===== config.mk =====
export PLATFORM = sky130hd
export DESIGN_NAME = seq_stim_ctrl
export DESIGN_NICKNAME = d
export VERILOG_FILES = /design/src/rtl/seq_stim_pkg.sv /design/src/rtl/seq_stim_shreg.sv /design/src/rtl/seq_stim_ctrl.sv
export SDC_FILE = /design/constraint.sdc
export NUM_CORES = 1
export LEC_CHECK = 0
export CAP_MARGIN = 20
export CORE_MARGIN = 2
export CORE_UTILIZATION = 46
export CTS_CLUSTER_DIAMETER = 60
export DETAILED_ROUTE_END_ITERATION = 10
export PLACE_DENSITY = 0.8
export SLEW_MARGIN = 20
export SYNTH_ARGS = -nofsm -noshare
export SYNTH_HDL_FRONTEND = slang
export SYNTH_SLANG_ARGS = --single-unit

===== constraint.sdc =====
create_clock -name clk -period 1.8 [get_ports clk]
set_input_delay 0.36 -clock clk [delete_from_list [all_inputs] [get_ports clk]]
set_output_delay 0.36 -clock clk [all_outputs]
set_load 0.02 [all_outputs]

===== src/rtl/seq_stim_pkg.sv =====
// Shared definitions for the stimulus sequencer: FSM states, default
// sizing and the width helpers used to size length and cycle counters.
package seq_stim_pkg;

    localparam int PAT_W_DEF  = 8;
    localparam int SETTLE_DEF = 2;

    typedef enum logic [2:0] {
        ST_IDLE   = 3'd0,
        ST_CLR    = 3'd1,
        ST_SHIFT  = 3'd2,
        ST_SETTLE = 3'd3,
        ST_RESP   = 3'd4
    } state_t;

    // Bits needed to hold a length of 0..pat_w.
    function automatic int len_width(input int pat_w);
        return $clog2(pat_w + 1);
    endfunction

    // Bits needed to count every SHIFT and SETTLE cycle of one run.
    function automatic int cnt_width(input int pat_w, input int settle);
        return $clog2(pat_w + settle + 1);
    endfunction

endpackage


===== src/rtl/seq_stim_shreg.sv =====
// Pattern shifter: loads a stimulus word, then presents it LSB first on a
// registered serial output. The output is forced to 0 whenever the shifter
// is not advancing, so the datapath sees a clean low outside SHIFT.
module seq_stim_shreg
    import seq_stim_pkg::*;
#(
    parameter int PAT_W = PAT_W_DEF
) (
    input  logic             clk,
    input  logic             srst,
    input  logic             load,
    input  logic             shift,
    input  logic [PAT_W-1:0] load_data,
    output logic             ser_out
);

    logic [PAT_W-1:0] data_reg;
    logic [PAT_W-1:0] data_shifted;
    logic             ser_reg;

    // Right-shift network: each bit takes its upper neighbour, MSB fills with 0.
    generate
        for (genvar gi = 0; gi < PAT_W; gi++) begin : g_shift
            if (gi == PAT_W - 1) begin : g_msb
                assign data_shifted[gi] = 1'b0;
            end else begin : g_lower
                assign data_shifted[gi] = data_reg[gi + 1];
            end
        end
    endgenerate

    // Pattern register and serial output register.
    always_ff @(posedge clk) begin
        if (srst) begin
            data_reg <= '0;
            ser_reg  <= 1'b0;
        end else if (load) begin
            data_reg <= load_data;
            ser_reg  <= 1'b0;
        end else if (shift) begin
            data_reg <= data_shifted;
            ser_reg  <= data_reg[0];
        end else begin
            ser_reg  <= 1'b0;
        end
    end

    assign ser_out = ser_reg;

endmodule


===== src/rtl/seq_stim_ctrl.sv =====
// Stimulus sequencer for a sequential datapath under test: pulses the
// datapath reset, shifts a pattern in serially, waits a settle window,
// then captures the datapath outputs plus a count of obs_a hits and
// offers them on a valid/ready result port.
module seq_stim_ctrl
    import seq_stim_pkg::*;
#(
    parameter  int PAT_W  = PAT_W_DEF,
    parameter  int SETTLE = SETTLE_DEF,
    localparam int LEN_W  = len_width(PAT_W),
    localparam int CNT_W  = cnt_width(PAT_W, SETTLE)
) (
    input  logic             clk,
    input  logic             rst,
    input  logic             pat_valid,
    input  logic [PAT_W-1:0] pat_data,
    input  logic [LEN_W-1:0] pat_len,
    output logic             pat_ready,
    input  logic             abort,
    output logic             dp_rst,
    output logic             ser_out,
    input  logic             obs_a,
    input  logic             obs_b,
    input  logic             obs_c,
    output logic             res_valid,
    output logic [CNT_W+2:0] res_data,
    input  logic             res_ready,
    output logic             busy
);

    localparam logic [LEN_W-1:0] LEN_MAX    = LEN_W'(PAT_W);
    localparam logic [CNT_W-1:0] CNT_ONE    = CNT_W'(1);
    localparam logic [CNT_W-1:0] SETTLE_END = CNT_W'(SETTLE - 1);
    localparam logic [CNT_W-1:0] HIT_SAT    = {CNT_W{1'b1}};

    state_t           state_reg, state_next;
    logic [LEN_W-1:0] len_reg, len_next;
    logic [CNT_W-1:0] cnt_reg, cnt_next;
    logic [CNT_W-1:0] hit_reg, hit_next;
    logic [CNT_W+2:0] res_reg, res_next;
    logic             dp_rst_reg, dp_rst_next;

    logic             accept;
    logic             load_en;
    logic             shift_en;
    logic [LEN_W-1:0] len_clamped;
    logic [CNT_W-1:0] hit_inc;
    logic [CNT_W-1:0] shift_last;

    assign pat_ready   = (state_reg == ST_IDLE) && !rst;
    assign accept      = pat_valid && pat_ready;
    assign len_clamped = (pat_len > LEN_MAX) ? LEN_MAX : pat_len;
    assign hit_inc     = (obs_a && (hit_reg != HIT_SAT)) ? hit_reg + CNT_ONE : hit_reg;
    assign shift_last  = CNT_W'(len_reg) - CNT_ONE;

    // Next-state, counter and capture logic; abort takes priority in the run states.
    always_comb begin
        state_next = state_reg;
        len_next   = len_reg;
        cnt_next   = cnt_reg;
        hit_next   = hit_reg;
        res_next   = res_reg;
        case (state_reg)
            ST_IDLE: begin
                if (accept) begin
                    state_next = ST_CLR;
                    len_next   = len_clamped;
                end
            end
            ST_CLR: begin
                if (abort) begin
                    state_next = ST_IDLE;
                end else begin
                    hit_next   = '0;
                    cnt_next   = '0;
                    state_next = (len_reg == '0) ? ST_SETTLE : ST_SHIFT;
                end
            end
            ST_SHIFT: begin
                if (abort) begin
                    state_next = ST_IDLE;
                end else begin
                    hit_next = hit_inc;
                    if (cnt_reg == shift_last) begin
                        state_next = ST_SETTLE;
                        cnt_next   = '0;
                    end else begin
                        cnt_next   = cnt_reg + CNT_ONE;
                    end
                end
            end
            ST_SETTLE: begin
                if (abort) begin
                    state_next = ST_IDLE;
                end else begin
                    hit_next = hit_inc;
                    if (cnt_reg == SETTLE_END) begin
                        state_next = ST_RESP;
                        res_next   = {hit_inc, obs_a, obs_b, obs_c};
                    end else begin
                        cnt_next   = cnt_reg + CNT_ONE;
                    end
                end
            end
            ST_RESP: begin
                if (res_ready) begin
                    state_next = ST_IDLE;
                end
            end
            default: begin
                state_next = ST_IDLE;
            end
        endcase

        // Outputs are registered from the upcoming state so they never glitch.
        dp_rst_next = (state_next == ST_CLR);
        shift_en    = (state_next == ST_SHIFT);
        load_en     = accept;
    end

    // State, counters, result register and datapath reset output.
    always_ff @(posedge clk) begin
        if (rst) begin
            state_reg  <= ST_IDLE;
            len_reg    <= '0;
            cnt_reg    <= '0;
            hit_reg    <= '0;
            res_reg    <= '0;
            dp_rst_reg <= 1'b1;
        end else begin
            state_reg  <= state_next;
            len_reg    <= len_next;
            cnt_reg    <= cnt_next;
            hit_reg    <= hit_next;
            res_reg    <= res_next;
            dp_rst_reg <= dp_rst_next;
        end
    end

    seq_stim_shreg #(
        .PAT_W(PAT_W)
    ) u_shreg (
        .clk      (clk),
        .srst     (rst),
        .load     (load_en),
        .shift    (shift_en),
        .load_data(pat_data),
        .ser_out  (ser_out)
    );

    assign dp_rst    = dp_rst_reg;
    assign res_valid = (state_reg == ST_RESP);
    assign res_data  = res_reg;
    assign busy      = (state_reg != ST_IDLE);

endmodule


==> impl_metrics.ini <==
[status]
outcome = finished, violations left
violations = setup timing

[grt]
antenna_found_initial = 0
grt-ovfl-total = 0
gr-usage-all-layers_pct = 19.48
grt_max_degree = 26
first_global_vias = 1372
grt_pass1_wl_um = 6078

[power]
p_clk_share_pct = 36.1
p_switching_w = 0.0003764
seqPwrFrac_pct = 49.2
vdd_drop_max_uv = 391.9
switching_share_pct = 24.75
internal_power_w = 0.001144
pwr-share-comb_pct = 14.7
powerDensity_nw_per_um2 = 673.8
leakage_nw = 0.8665

[sta]
worstMarginPinSlew_ns = 0.5427
finalCritPeriodShare_pct = 102.8
setup_tns_ns = -0.09766
setup_viol = 2
grt_setup_unrepaired = true
timing.final.max_slew_violations = 0
relSlewSlack_pct = 63.33
final-hold-violation-count = 0
worst_clock_skew_ns = 0.01103
setup_ws_ns = -0.04973
max_freq_mhz = 540.6
period_needed_ns = 1.850
holdWs_ns = 0.4674

[worst_setup_path]
arrival_ns = 2.09
cp_cell_sequence = inv_2, ha_4, xnor2_1, or3_4, o31ai_4, buf_4, o21bai_1, o2bb2ai_2
crit_fanout = 5
r2r-end = cnt_reg[2]$_SDFFE_PP0P_
r2r_slack_ns = -0.05
critical-path-slowest-cell = or3_4
worstPathRequired_ns = 2.04
criticalPathCategory = reg2reg
worstReg2RegStart = len_reg[1]$_SDFFE_PP0P_
timing.critical_path.to_type = register
critPathLaunch = len_reg[1]$_SDFFE_PP0P_
reg2regPathDepth = 8
crit_path_end = cnt_reg[2]$_SDFFE_PP0P_
cp-start-kind = register
cp_slowest_stage_delay_ns = 0.36

[floorplan]
pin_count = 32
design.core.area_um2 = 3337
placementRows = 21
die_h_um = 63.12
start_util_pct = 48.18
dieWidth_um = 63.12
die-area_um2 = 3984

[synthesis]
yosysTopAreaCell = dfxtp_1
synth.area.top_cells = dfxtp_1 40%, nor2_1 6.3%, o221a_1 4.9%
netlist.area_leader.share_pct = 39.84
yosysUniqueCellTypes = 47
yosys_warnings = 0
postSynthAreaPerCell_um2 = 8.932
syn_area_um2 = 1608
synth_cells = 180
synth_nets = 204
ys_ff_latch = 32
synth-seq-area-share_pct = 39.84

[route]
first_pass_iters = 4
ant_nets = 0
drt-total-wl_um = 3583
wl_met1_um = 1570
met3WireLength_um = 135
post_drt_wl_per_cell_um = 12.71
drtIter0Drc = 66
top_layer = met4
met2_length_um = 1821
drc_errors = 0
via_per_inst = 5.262
vias = 1484

[clock_tree]
clock_path_buffers = 2
cts_tree = built
clk_latency_ns = 0.34
cts_root_buffer = clkbuf_4
cts_sinks = 32
numCtsBuffers = 5
clk_pin_slew_ns = 0.11
h-tree-depth = 2

[min_path]
holdCritPathClass = reg2reg

[layout]
largest_register_ffs = 8
diodes = 0
layout-drive-gt1-share_pct = 24.58
area_growth_pct = 40.39
utilization_pct = 67.64
nNetsFinal = 259

[place]
place_congestion = 0.8574
numPortBuffers = 31
dp.final_hpwl_um = 2665

[job]
cap_violations = 0
critical path, delay by kind of cell (launching register included):
kind	cells	cell delay, ns
AOI/OAI and AO/OA	3	0.50
and+or+nand+nor	1	0.36
DFF	1	0.34
buffers and inverters	2	0.22
adders and majority gates	1	0.22
xor gates and xnor gates	1	0.11
final cells by class:
| type | count | area, um^2 |
|---|---|---|
| clock buffer | 5 | 37.54 |
| clock inverter | 3 | 42.54 |
| fill | 289 | 1080 |
| inverter | 7 | 26.28 |
| multi-input combinational | 134 | 953.4 |
| sequential | 32 | 646.9 |
| tap | 46 | 57.56 |
| timing repair buffer | 55 | 493.0 |
cells in the final DEF, fill, tap and decap left out, types with 3 or more instances in the layout:
cell,count
clkdlybuf4s50_1,28
nor2_1,27
dfxtp_1,27
buf_4,22
nand2_1,16
nor3b_1,7
a21oi_1,7
nand3_1,7
o221a_1,7
inv_1,5
o21ai_0,5
clkbuf_4,5
dfxtp_2,5
a31oi_1,4
a22oi_1,4
xnor2_1,4
nor2b_1,3
nor3_1,3
timing repair:
item / 4_1_cts / 5_1_grt
hold buffers: 0 / 0
setup buffers: 1 / 2
pin swaps: 1 / 3
setup endpoints to repair: 12 / 14
resized for setup: 14 / 9
Yosys cell counts (all sizes together):
| cell type | count |
|---|---|
| a221oi | 1 |
| nor4bb | 1 |
| dfxtp | 32 |
| o32ai | 1 |
| nor3 | 5 |
| nor4 | 2 |
| inv | 7 |
| nand2b | 2 |
| a22oi | 5 |
| o21bai | 1 |
| nor2b | 3 |
| a2111o | 1 |
| buf | 5 |
| o221a | 7 |
| a31o | 2 |
| nand3 | 7 |
| clkbuf | 2 |
| ha | 4 |
| o21ai | 7 |
| xnor2 | 6 |
| o211ai | 1 |
| and2 | 3 |
| or2 | 1 |
| a211o | 1 |
| nand2 | 17 |
| and3 | 2 |
| a31oi | 4 |
| nor2 | 27 |
| a21boi | 1 |
| a21o | 1 |
| o2bb2ai | 1 |
| xor2 | 1 |
| a21oi | 7 |
| o31ai | 2 |
| or3 | 3 |
| nor3b | 7 |
worst min path at each step:
stage                                            end  depth (start not counted)                        startpoint  slack, ns
CTS                         res_data[1]$_SDFFE_PP0P_                          2          res_data[1]$_SDFFE_PP0P_       0.47
detailed placement          res_data[1]$_SDFFE_PP0P_                          2          res_data[1]$_SDFFE_PP0P_       0.46
global route                res_data[2]$_SDFFE_PP0P_                          2          res_data[2]$_SDFFE_PP0P_       0.49
finish                      res_data[1]$_SDFFE_PP0P_                          2          res_data[1]$_SDFFE_PP0P_       0.47
floorplan           u_shreg.data_reg[7]$_SDFFE_PP0P_                          2  u_shreg.data_reg[7]$_SDFFE_PP0P_       0.44
global placement            res_data[5]$_SDFFE_PP0P_                          2          res_data[5]$_SDFFE_PP0P_       0.44
routing by layer:
metal	track usage [%]	vias to the layer above
met2	34.44	29
met1	21.79	693
met4	10.00	0
li1	-	756
met5	0	-
met3	4.286	6
power by group through the flow:
stage	Sequential, W	Combinational (W)	Clock, W
finish	0.000748	0.000223	0.000549
floorplan	0.000763	0.000120	0
global placement	0.000764	0.000214	0
CTS	0.000748	0.000221	0.000567
global route	0.000752	0.000246	0.000600
detailed placement	0.000764	0.000217	0
metrics by stage:
step / power [W] / area [um^2] / setup WS [ns] / cells
2_1_floorplan: 0.0008831 / 1610 / -0.01320 / 180
3_3_place_gp: 0.0009774 / 2111 / -0.3182 / 272
3_5_place_dp: 0.0009806 / 2111 / -0.3317 / 272
4_1_cts: 0.001536 / 2226 / -0.01687 / 281
5_1_grt: 0.001598 / 2257 / -0.1069 / 282
6_report: 0.001521 / 2257 / -0.04973 / 282
cells by family after synthesis:
family | count (synthesis) | synth area share (%)
and+or+nand+nor | 80 | 26.30
xor gates and xnor gates | 7 | 4.747
AOI/OAI and AO/OA | 43 | 22.33
DFF | 32 | 39.84
adders and majority gates | 4 | 3.113
buffers and inverters | 14 | 3.658
(Power assumes the default switching activity.)
